**src/rtl/unary_multiply_two_pkg.sv**
```systemverilog
// unary_pkg: shared state type, counter sizing and tie-break polarity for the unary arithmetic units
package unary_pkg;
  typedef enum logic [1:0] {IDLE, RUN, DONE} state_t;
  localparam logic TIE_EMITS_ONE = 1'b1;
  function automatic int count_width(input int n);
    return $clog2(n + 1);
  endfunction
endpackage

```
**src/rtl/unary_multiply_two_if.sv**
```systemverilog
// unary_multiply_two_if: unary input stream plus unary output stream with completion flag
interface unary_multiply_two_if;
  logic a;
  logic ready;
  logic valid;
  logic y;
  logic done;
  modport master(output a, ready, input valid, y, done);
  modport slave(input a, ready, output valid, y, done);
endinterface

```
**src/rtl/unary_multiply_two_bounds_decider.sv**
```systemverilog
// unary_bounds_decider: picks the next output bit that keeps the output ones count between the running bounds of the target
module unary_bounds_decider
  import unary_pkg::*;
#(
  parameter int N  = 32,
  parameter int CW = count_width(N),
  parameter int KW = CW + 2
) (
  input  logic [CW-1:0] a_ones,
  input  logic [CW-1:0] a_count,
  input  logic [CW-1:0] y_ones,
  input  logic [CW-1:0] y_count,
  output logic          emit_bit
);
  logic [KW-1:0] n_k, lo_raw, hi_raw, lo, hi, l2, h2, m2, dl, du;
  assign n_k      = KW'(N);
  assign lo_raw   = KW'(a_ones) << 1;
  assign hi_raw   = (KW'(a_ones) + n_k - KW'(a_count)) << 1;
  assign lo       = lo_raw < n_k ? lo_raw : n_k;
  assign hi       = hi_raw < n_k ? hi_raw : n_k;
  assign l2       = lo << 1;
  assign h2       = hi << 1;
  assign m2       = (KW'(y_ones) << 1) + n_k - KW'(y_count);
  assign dl       = m2 - l2;
  assign du       = h2 - m2;
  assign emit_bit = m2 <= l2 ? 1'b1 :
                    m2 >= h2 ? 1'b0 :
                    dl < du  ? 1'b1 :
                    dl == du ? TIE_EMITS_ONE : 1'b0;
endmodule

```
**src/rtl/unary_multiply_two.sv**
```systemverilog
// unary_multiply_two: streaming unary multiply-by-two saturating at 1.0, decided online from target bounds
module unary_multiply_two
  import unary_pkg::*;
#(
  parameter int INPUT_WIDTH = 32,
  parameter int COUNT_WIDTH = count_width(INPUT_WIDTH),
  parameter int CALC_WIDTH  = COUNT_WIDTH + 2
) (
  input logic                 clk,
  input logic                 reset,
  unary_multiply_two_if.slave u
);
  localparam logic [COUNT_WIDTH-1:0] N_C = COUNT_WIDTH'(INPUT_WIDTH);
  state_t                 state_q, state_d;
  logic [COUNT_WIDTH-1:0] a_ones_q, a_ones_d, a_count_q, a_count_d;
  logic [COUNT_WIDTH-1:0] y_ones_q, y_ones_d, y_count_q, y_count_d;
  logic                   y_q, y_d, valid_q, valid_d, done_q, done_d;
  logic                   accept, decide, finish, emit;
  unary_bounds_decider #(
    .N (INPUT_WIDTH),
    .CW(COUNT_WIDTH),
    .KW(CALC_WIDTH)
  ) u_decider (
    .a_ones  (a_ones_q),
    .a_count (a_count_q),
    .y_ones  (y_ones_q),
    .y_count (y_count_q),
    .emit_bit(emit)
  );
  // accept input bits, emit one decided bit per cycle once input has started, and close the stream after N outputs
  always_comb begin
    accept    = u.ready && state_q != DONE && a_count_q < N_C;
    decide    = state_q != DONE && a_count_q != '0 && y_count_q < N_C;
    finish    = state_q != DONE && y_count_q == N_C;
    a_ones_d  = a_ones_q + COUNT_WIDTH'(accept && u.a);
    a_count_d = a_count_q + COUNT_WIDTH'(accept);
    y_ones_d  = y_ones_q + COUNT_WIDTH'(decide && emit);
    y_count_d = y_count_q + COUNT_WIDTH'(decide);
    y_d       = decide && emit;
    valid_d   = decide;
    done_d    = done_q || finish;
    state_d   = finish ? DONE : (state_q == IDLE && accept) ? RUN : state_q;
  end
  // state and counters; active-low reset discards any stream in flight
  always_ff @(posedge clk) begin
    if (!reset) begin
      state_q   <= IDLE;
      a_ones_q  <= '0;
      a_count_q <= '0;
      y_ones_q  <= '0;
      y_count_q <= '0;
      y_q       <= 1'b0;
      valid_q   <= 1'b0;
      done_q    <= 1'b0;
    end else begin
      state_q   <= state_d;
      a_ones_q  <= a_ones_d;
      a_count_q <= a_count_d;
      y_ones_q  <= y_ones_d;
      y_count_q <= y_count_d;
      y_q       <= y_d;
      valid_q   <= valid_d;
      done_q    <= done_d;
    end
  end
  assign u.y     = y_q;
  assign u.valid = valid_q;
  assign u.done  = done_q;
endmodule

```
**src/flat_wrapper.sv**
```systemverilog
// flat-port wrapper written by rule: the top's interface ports become plain ports
module unary_multiply_two_flat import unary_pkg::*;
#(
  parameter int INPUT_WIDTH = 32,
  parameter int COUNT_WIDTH = count_width(INPUT_WIDTH),
  parameter int CALC_WIDTH  = COUNT_WIDTH + 2
)
  (clk, reset, u_a, u_ready, u_valid, u_y, u_done);
  unary_multiply_two_if u_i ();
  input logic clk;
  input logic reset;
  input wire logic [$bits(u_i.a)-1:0] u_a;
  input wire logic [$bits(u_i.ready)-1:0] u_ready;
  output wire logic [$bits(u_i.valid)-1:0] u_valid;
  output wire logic [$bits(u_i.y)-1:0] u_y;
  output wire logic [$bits(u_i.done)-1:0] u_done;
  assign u_i.a = u_a;
  assign u_i.ready = u_ready;
  assign u_valid = u_i.valid;
  assign u_y = u_i.y;
  assign u_done = u_i.done;
  unary_multiply_two #(.INPUT_WIDTH(INPUT_WIDTH), .COUNT_WIDTH(COUNT_WIDTH), .CALC_WIDTH(CALC_WIDTH)) u_core (.clk(clk), .reset(reset), .u(u_i));
endmodule
```
**config.mk**
```make
export PLATFORM = sky130hd
export DESIGN_NAME = unary_multiply_two_flat
export DESIGN_NICKNAME = d
export VERILOG_FILES = /design/src/rtl/unary_multiply_two_pkg.sv /design/src/rtl/unary_multiply_two_if.sv /design/src/rtl/unary_multiply_two_bounds_decider.sv /design/src/rtl/unary_multiply_two.sv /design/src/flat_wrapper.sv
export SDC_FILE = /design/constraint.sdc
export NUM_CORES = 1
export LEC_CHECK = 0
export CORE_MARGIN = 3
export CORE_UTILIZATION = 64
export CTS_BUF_LIST = sky130_fd_sc_hd__clkbuf_2
export CTS_CLUSTER_SIZE = 25
export DETAILED_ROUTE_END_ITERATION = 7
export GPL_TIMING_DRIVEN = 0
export PLACE_DENSITY = 0.8
export SYNTH_ARGS = -nofsm -noshare
export SYNTH_HDL_FRONTEND = slang
export SYNTH_SLANG_ARGS = --single-unit
export TNS_END_PERCENT = 1
```
**constraint.sdc**
```tcl
create_clock -name clk -period 6.85 [get_ports clk]
set_input_delay 0.685 -clock clk [delete_from_list [all_inputs] [get_ports clk]]
set_output_delay 0.685 -clock clk [all_outputs]
set_load 0.02 [all_outputs]
```
; Word level (Yosys, flattened, before mapping)
; Index checks and enable logic that the tools add are counted.
[totals]
regBits = 29
in_bits = 4
elab_cells = 51
[classes]
eq_ne = 3
add_sub_neg = 10
mux = 8
order_cmp = 7
bitwise = 1
reduce_logical = 13
[op_table]
columns = op, count
row1 = adder 6 x 1 -> 6 bit, 4
row2 = subtractor 8 bit, 2
row3 = two-way mux 7 bit, 2
row4 = "less-than comparator 6 bit, second input constant", 2
row5 = "adder 7 x 6 -> 8 bit, second input constant", 1
row6 = == test 8 bit, 1
row7 = greater-or-equal comparator 8 bit, 1
row8 = <= comparator 8 bit, 1
row9 = logical AND 1 bit, 8
row10 = "less-than comparator 8 x 6 -> 1 bit, second input constant", 1
row11 = less-than comparator 8 bit, 1
row12 = subtractor 8 x 6 -> 8 bit, 1
row13 = "adder 6 x 6 -> 7 bit, second input constant", 1
row14 = "less-than comparator 7 x 6 -> 1 bit, second input constant", 1
row15 = subtractor 7 x 6 -> 7 bit, 1
row16 = "== test 6 bit, second input constant", 1
row17 = nonzero test 6 bit, 1
row18 = two-way mux 1 bit, 4
row19 = two-way mux 2 bit, 2
row20 = zero test 2 bit, 1
row21 = "inequality test 2 bit, second input constant", 1
row22 = nonzero test 2 bit, 1
row23 = OR reduction 2 bit, 1
row24 = logical OR 1 bit, 1
row25 = inverter 1 bit, 1

; Longest topological paths before layout
[logic_depth]
depth_word = 12
depth_mapped = 24
mapped_depth_nobuf = 24

; By module
; A second synthesis with hierarchy kept.
[hier_totals]
cells_unflattened = 299
area_unflattened_um2 = 2544.9
[by_module_without_submodules]
columns = module, area_each_um2, cells_each, n_inst, seq_area_each_um2
row1 = unary_bounds_decider, 1350.0, 180, 1, 0.0
row2 = unary_multiply_two, 1194.9, 119, 1, 580.6

; Worst setup path before layout
; OpenSTA, ideal clock, no wires.
[synth_path]
kind = flip-flop to flip-flop
startpoint = register u_core.a_count_q[4]
endpoint = register u_core.y_ones_q[5]
synth_period_minus_slack_ps = 5036
setup_slack_ps = 1814
required_ps = 6735
n_path_buf = 0
stages_incl_launch_ff = 23
setup_ps = 115
arrival_time_ps = 4922
cell_sequence = dfxtp_1 > inv_1 > ha_1 > ha_1 > a21o_1 > or3b_1 > mux2i_1 > nor4_1 > ha_1 > or3b_1 > a221oi_2 > a31oi_1 > xor2_1 > ha_1 > nand4_1 > or3_1 > o31a_1 > o21ai_1 > ha_1 > and3_1 > nand3_1 > xnor2_1 > and2_1
[synth_via]
elab_chain_cells = 11
word_cells_on_any_way = 16
[synth_lines]
columns = item, line
row1 = "start, declared", unary_multiply_two.sv:15  ; logic [COUNT_WIDTH-1:0] a_ones_q, a_ones_d, a_count_q, a_count_d;
row2 = "start signal, assigned", unary_multiply_two.sv:58  ; a_count_q <= a_count_d;
row3 = branches (longest 9 deep; another with less-than comparator 8 x 6 -> 1 bit), -
row4 = logical AND 1 bit *, -
row5 = net u_core.y_d, unary_multiply_two.sv:17  ; logic y_q, y_d, valid_q, valid_d, done_q, done_d;
row6 = adder 6 x 1 -> 6 bit *, unary_multiply_two.sv:37  ; y_ones_d = y_ones_q + COUNT_WIDTH'(decide && emit);
row7 = "end signal, assigned", unary_multiply_two.sv:59  ; y_ones_q <= y_ones_d;
row8 = "end, declared", unary_multiply_two.sv:16  ; logic [COUNT_WIDTH-1:0] y_ones_q, y_ones_d, y_count_q, y_count_d;
; Mark *: on every way through the listed nets, which the timed path passes.
; A chain may end at the register's enable or synchronous reset.

; Final worst setup path
; Ends and elaborated chain as after synthesis.

==> out/qor.csv <==
metric;value;unit
criticalPathCategory;reg2reg;
max_slew_margin;59.5;%
fmax;177;MHz
viasPerCell;5.80;
final_cell_count_no_fill;361;
p_per_area;359;nW/um^2
seq_area;581;um^2
core_area;3800;um^2
critPathRequiredTime;7110;ps
nFillCells;325;
cpMostUsedCell;ha_1;
gr-usage-all-layers;22.2;%
ys_ff_latch;29;
start_kind;register;
grt_pass1_vias;2032;
vias;2092;
hpwlAfterDp;4230;um
fp-row-count;22;
worst_ep_arrival_time;5910;ps
dp.cells;354;
clock-sinks;29;
grt_pass1_wl;8950;um
cts-root-buf;clkbuf_2;
setup-tns-final;0;ps
startpoint;u_core.a_count_q[4];
postCtsSetupBuffers;0;
ys.warnings.count;0;
cts_inserted_buffers;5;
peakVddDrop;0.000200;V
drc_errors;0;
p_leak;1.24;nW
io_pins;7;
avgSynthCellArea;8.71;um^2
slowest_stage;dfxtp_1;
die-area;4890;um^2
grt_overflow_total;0;
worstMarginPinSlew;604;ps
antenna_cells;0;
period_needed;5650;ps
critPathMaxStageDelay;420;ps
layout-drive-gt1-share;3.19;%
clk_latency;350;ps
async_flop_share;0;%
grt_max_degree;11;
htreeDepth;2;
hp-start;u_core.state_q[1];
multiInputGateArea;1900;um^2
seq_area_frac_synth;22.2;%
synthFlopType;dfxtp_1;
postSynthCellCount;300;
slew_violations;0;
dr.pass1.iters;4;
clk_pin_slew_worst_paths;140;ps
status;complete, no violations;
syn_to_final_growth;5.89;%
drt_iter0_markers;113;
hold_path_class;reg2reg;
finalHoldViolCount;0;
routed_wl;5050;um
start_util;68.8;%
skew;11.2;ps
max_cap_viol_count;0;
wl_per_cell;14.0;um
final_common_cell;ha_1;
clockBufferDepth;2;
grt_antenna_before_repair;0;
setup_violations;0;
cts_resized;0;
cp_max_fo;5;
syn_nets;357;
worstSetupEndpointType;register;
synth_enable_flop_cells;0;
cts_hold_buf;0;
finalCritPeriodShare;82.5;%
dieHeight;69.9;um
ant_nets;0;
rsz0062_at_grt;no;
die_w;69.9;um
gp_congestion;0.880;
final_nets;370;
final_cell_mix;ha_1, inv_1, dfxtp_1;
cp_cell_sequence;inv_1, ha_1, ha_1, a21o_1, or3b_1, mux2i_1, nor4_1, ha_1, or3b_1, a221oi_2, a31oi_1, xor2_1, ha_1, nand4_1, or3_1, o31a_1, o21ai_1, ha_1, and3_1, nand3_1, xnor2_1, and2_1;
cts_tree;yes;
synthesis.area;2610;um^2
r2r-start;u_core.a_count_q[4];
synth.distinct_cells;47;
numPortBuffers;6;
critical path, delay by kind of cell, from the launching register on:
family                   cells  cell delay [ps]
adder cells (fa/ha/maj)      5             1530
flip-flops                   1              420
XOR/XNOR                     2              290
AO/OA/AOI/OAI                5             1070
AND/OR/NAND/NOR              8             1890
buffers and inverters        1               70
multiplexers                 1              320
final cells by class:
type,instances,area share [%]
Clock buffer,6,1.08
Tap cell,48,2.17
Sequential cell,29,21.0
Inverter,33,4.48
Multi-Input combinational cell,236,68.7
Clock inverter,1,0.136
Timing Repair Buffer,6,2.17
Buffer,2,0.271
flip-flops by register name, summed over array words and instances (netlist names):
name              count
u_core.a_ones_q       6
u_core.u.done         1
u_core.y_ones_q       6
u_core.state_q        2
u_core.y_count_q      6
u_core.a_count_q      6
u_core.u.valid        1
u_core.u.y            1
through the flow:
stage | power [mW] | utilization, % | hold WS, ps | area (um^2) | setup WS [ps]
6_report | 0.993 | 72.9 | 507 | 2770 | 1200
5_1_grt | 1.11 | 72.9 | 518 | 2770 | 802
4_1_cts | 0.992 | 72.9 | 505 | 2770 | 1260
3_5_place_dp | 0.910 | 72.0 | 471 | 2730 | 1270
3_3_place_gp | 0.880 | 72.0 | 465 | 2730 | 1340
2_1_floorplan | 0.763 | - | 455 | 2610 | 1810
Yosys cell counts (all sizes together) (5+ instances only):
library cell,n,share of area (%)
ha,50,24
a211oi,6,2.2
o21ai,11,2.1
a21o,7,2.0
nor2,12,1.7
and3,5,1.2
xor2,9,3.0
nor4,7,1.7
and2,24,5.7
nor2b,6,1.4
inv,33,4.7
a21oi,10,1.9
xnor2,21,7.0
nor3,7,1.3
nand3,11,2.1
dfxtp,29,22
power by group:
| group | switching [mW] | total, mW | internal, mW |
|---|---|---|---|
| logic | 0.402 | 0.726 | 0.324 |
| registers | 0.00843 | 0.189 | 0.181 |
| clock network | 0.0542 | 0.0780 | 0.0238 |
| total | 0.464 | 0.993 | 0.529 |
path summary, 6_finish.rpt:
check,end,cells past startpoint,slack (ps)
worst max-delay path,u_core.y_ones_q[5],22,1200
worst min-delay path,u_core.state_q[1],1,510
worst min register to register,u_core.state_q[1],1,510
worst max register to register,u_core.y_ones_q[5],22,1200
kinds of logic after synthesis:
| family | count (synthesis) | share of synthesized area (%) |
|---|---|---|
| AND/OR/NAND/NOR | 96 | 21.1 |
| XOR/XNOR | 30 | 10.1 |
| adder cells (fa/ha/maj) | 53 | 26.2 |
| AO/OA/AOI/OAI | 54 | 14.7 |
| flip-flops | 29 | 22.2 |
| multiplexers | 1 | 0.383 |
| buffers and inverters | 35 | 5.03 |
| other | 2 | 0.287 |
routing by layer:
metal	global-route usage [%]	share of wire (%)
met4	7.02	1.8
met3	3.31	3.9
met2	36.6	47
met5	0	0
met1	29.8	48
No activity file was read; power rests on OpenSTA's default activity.
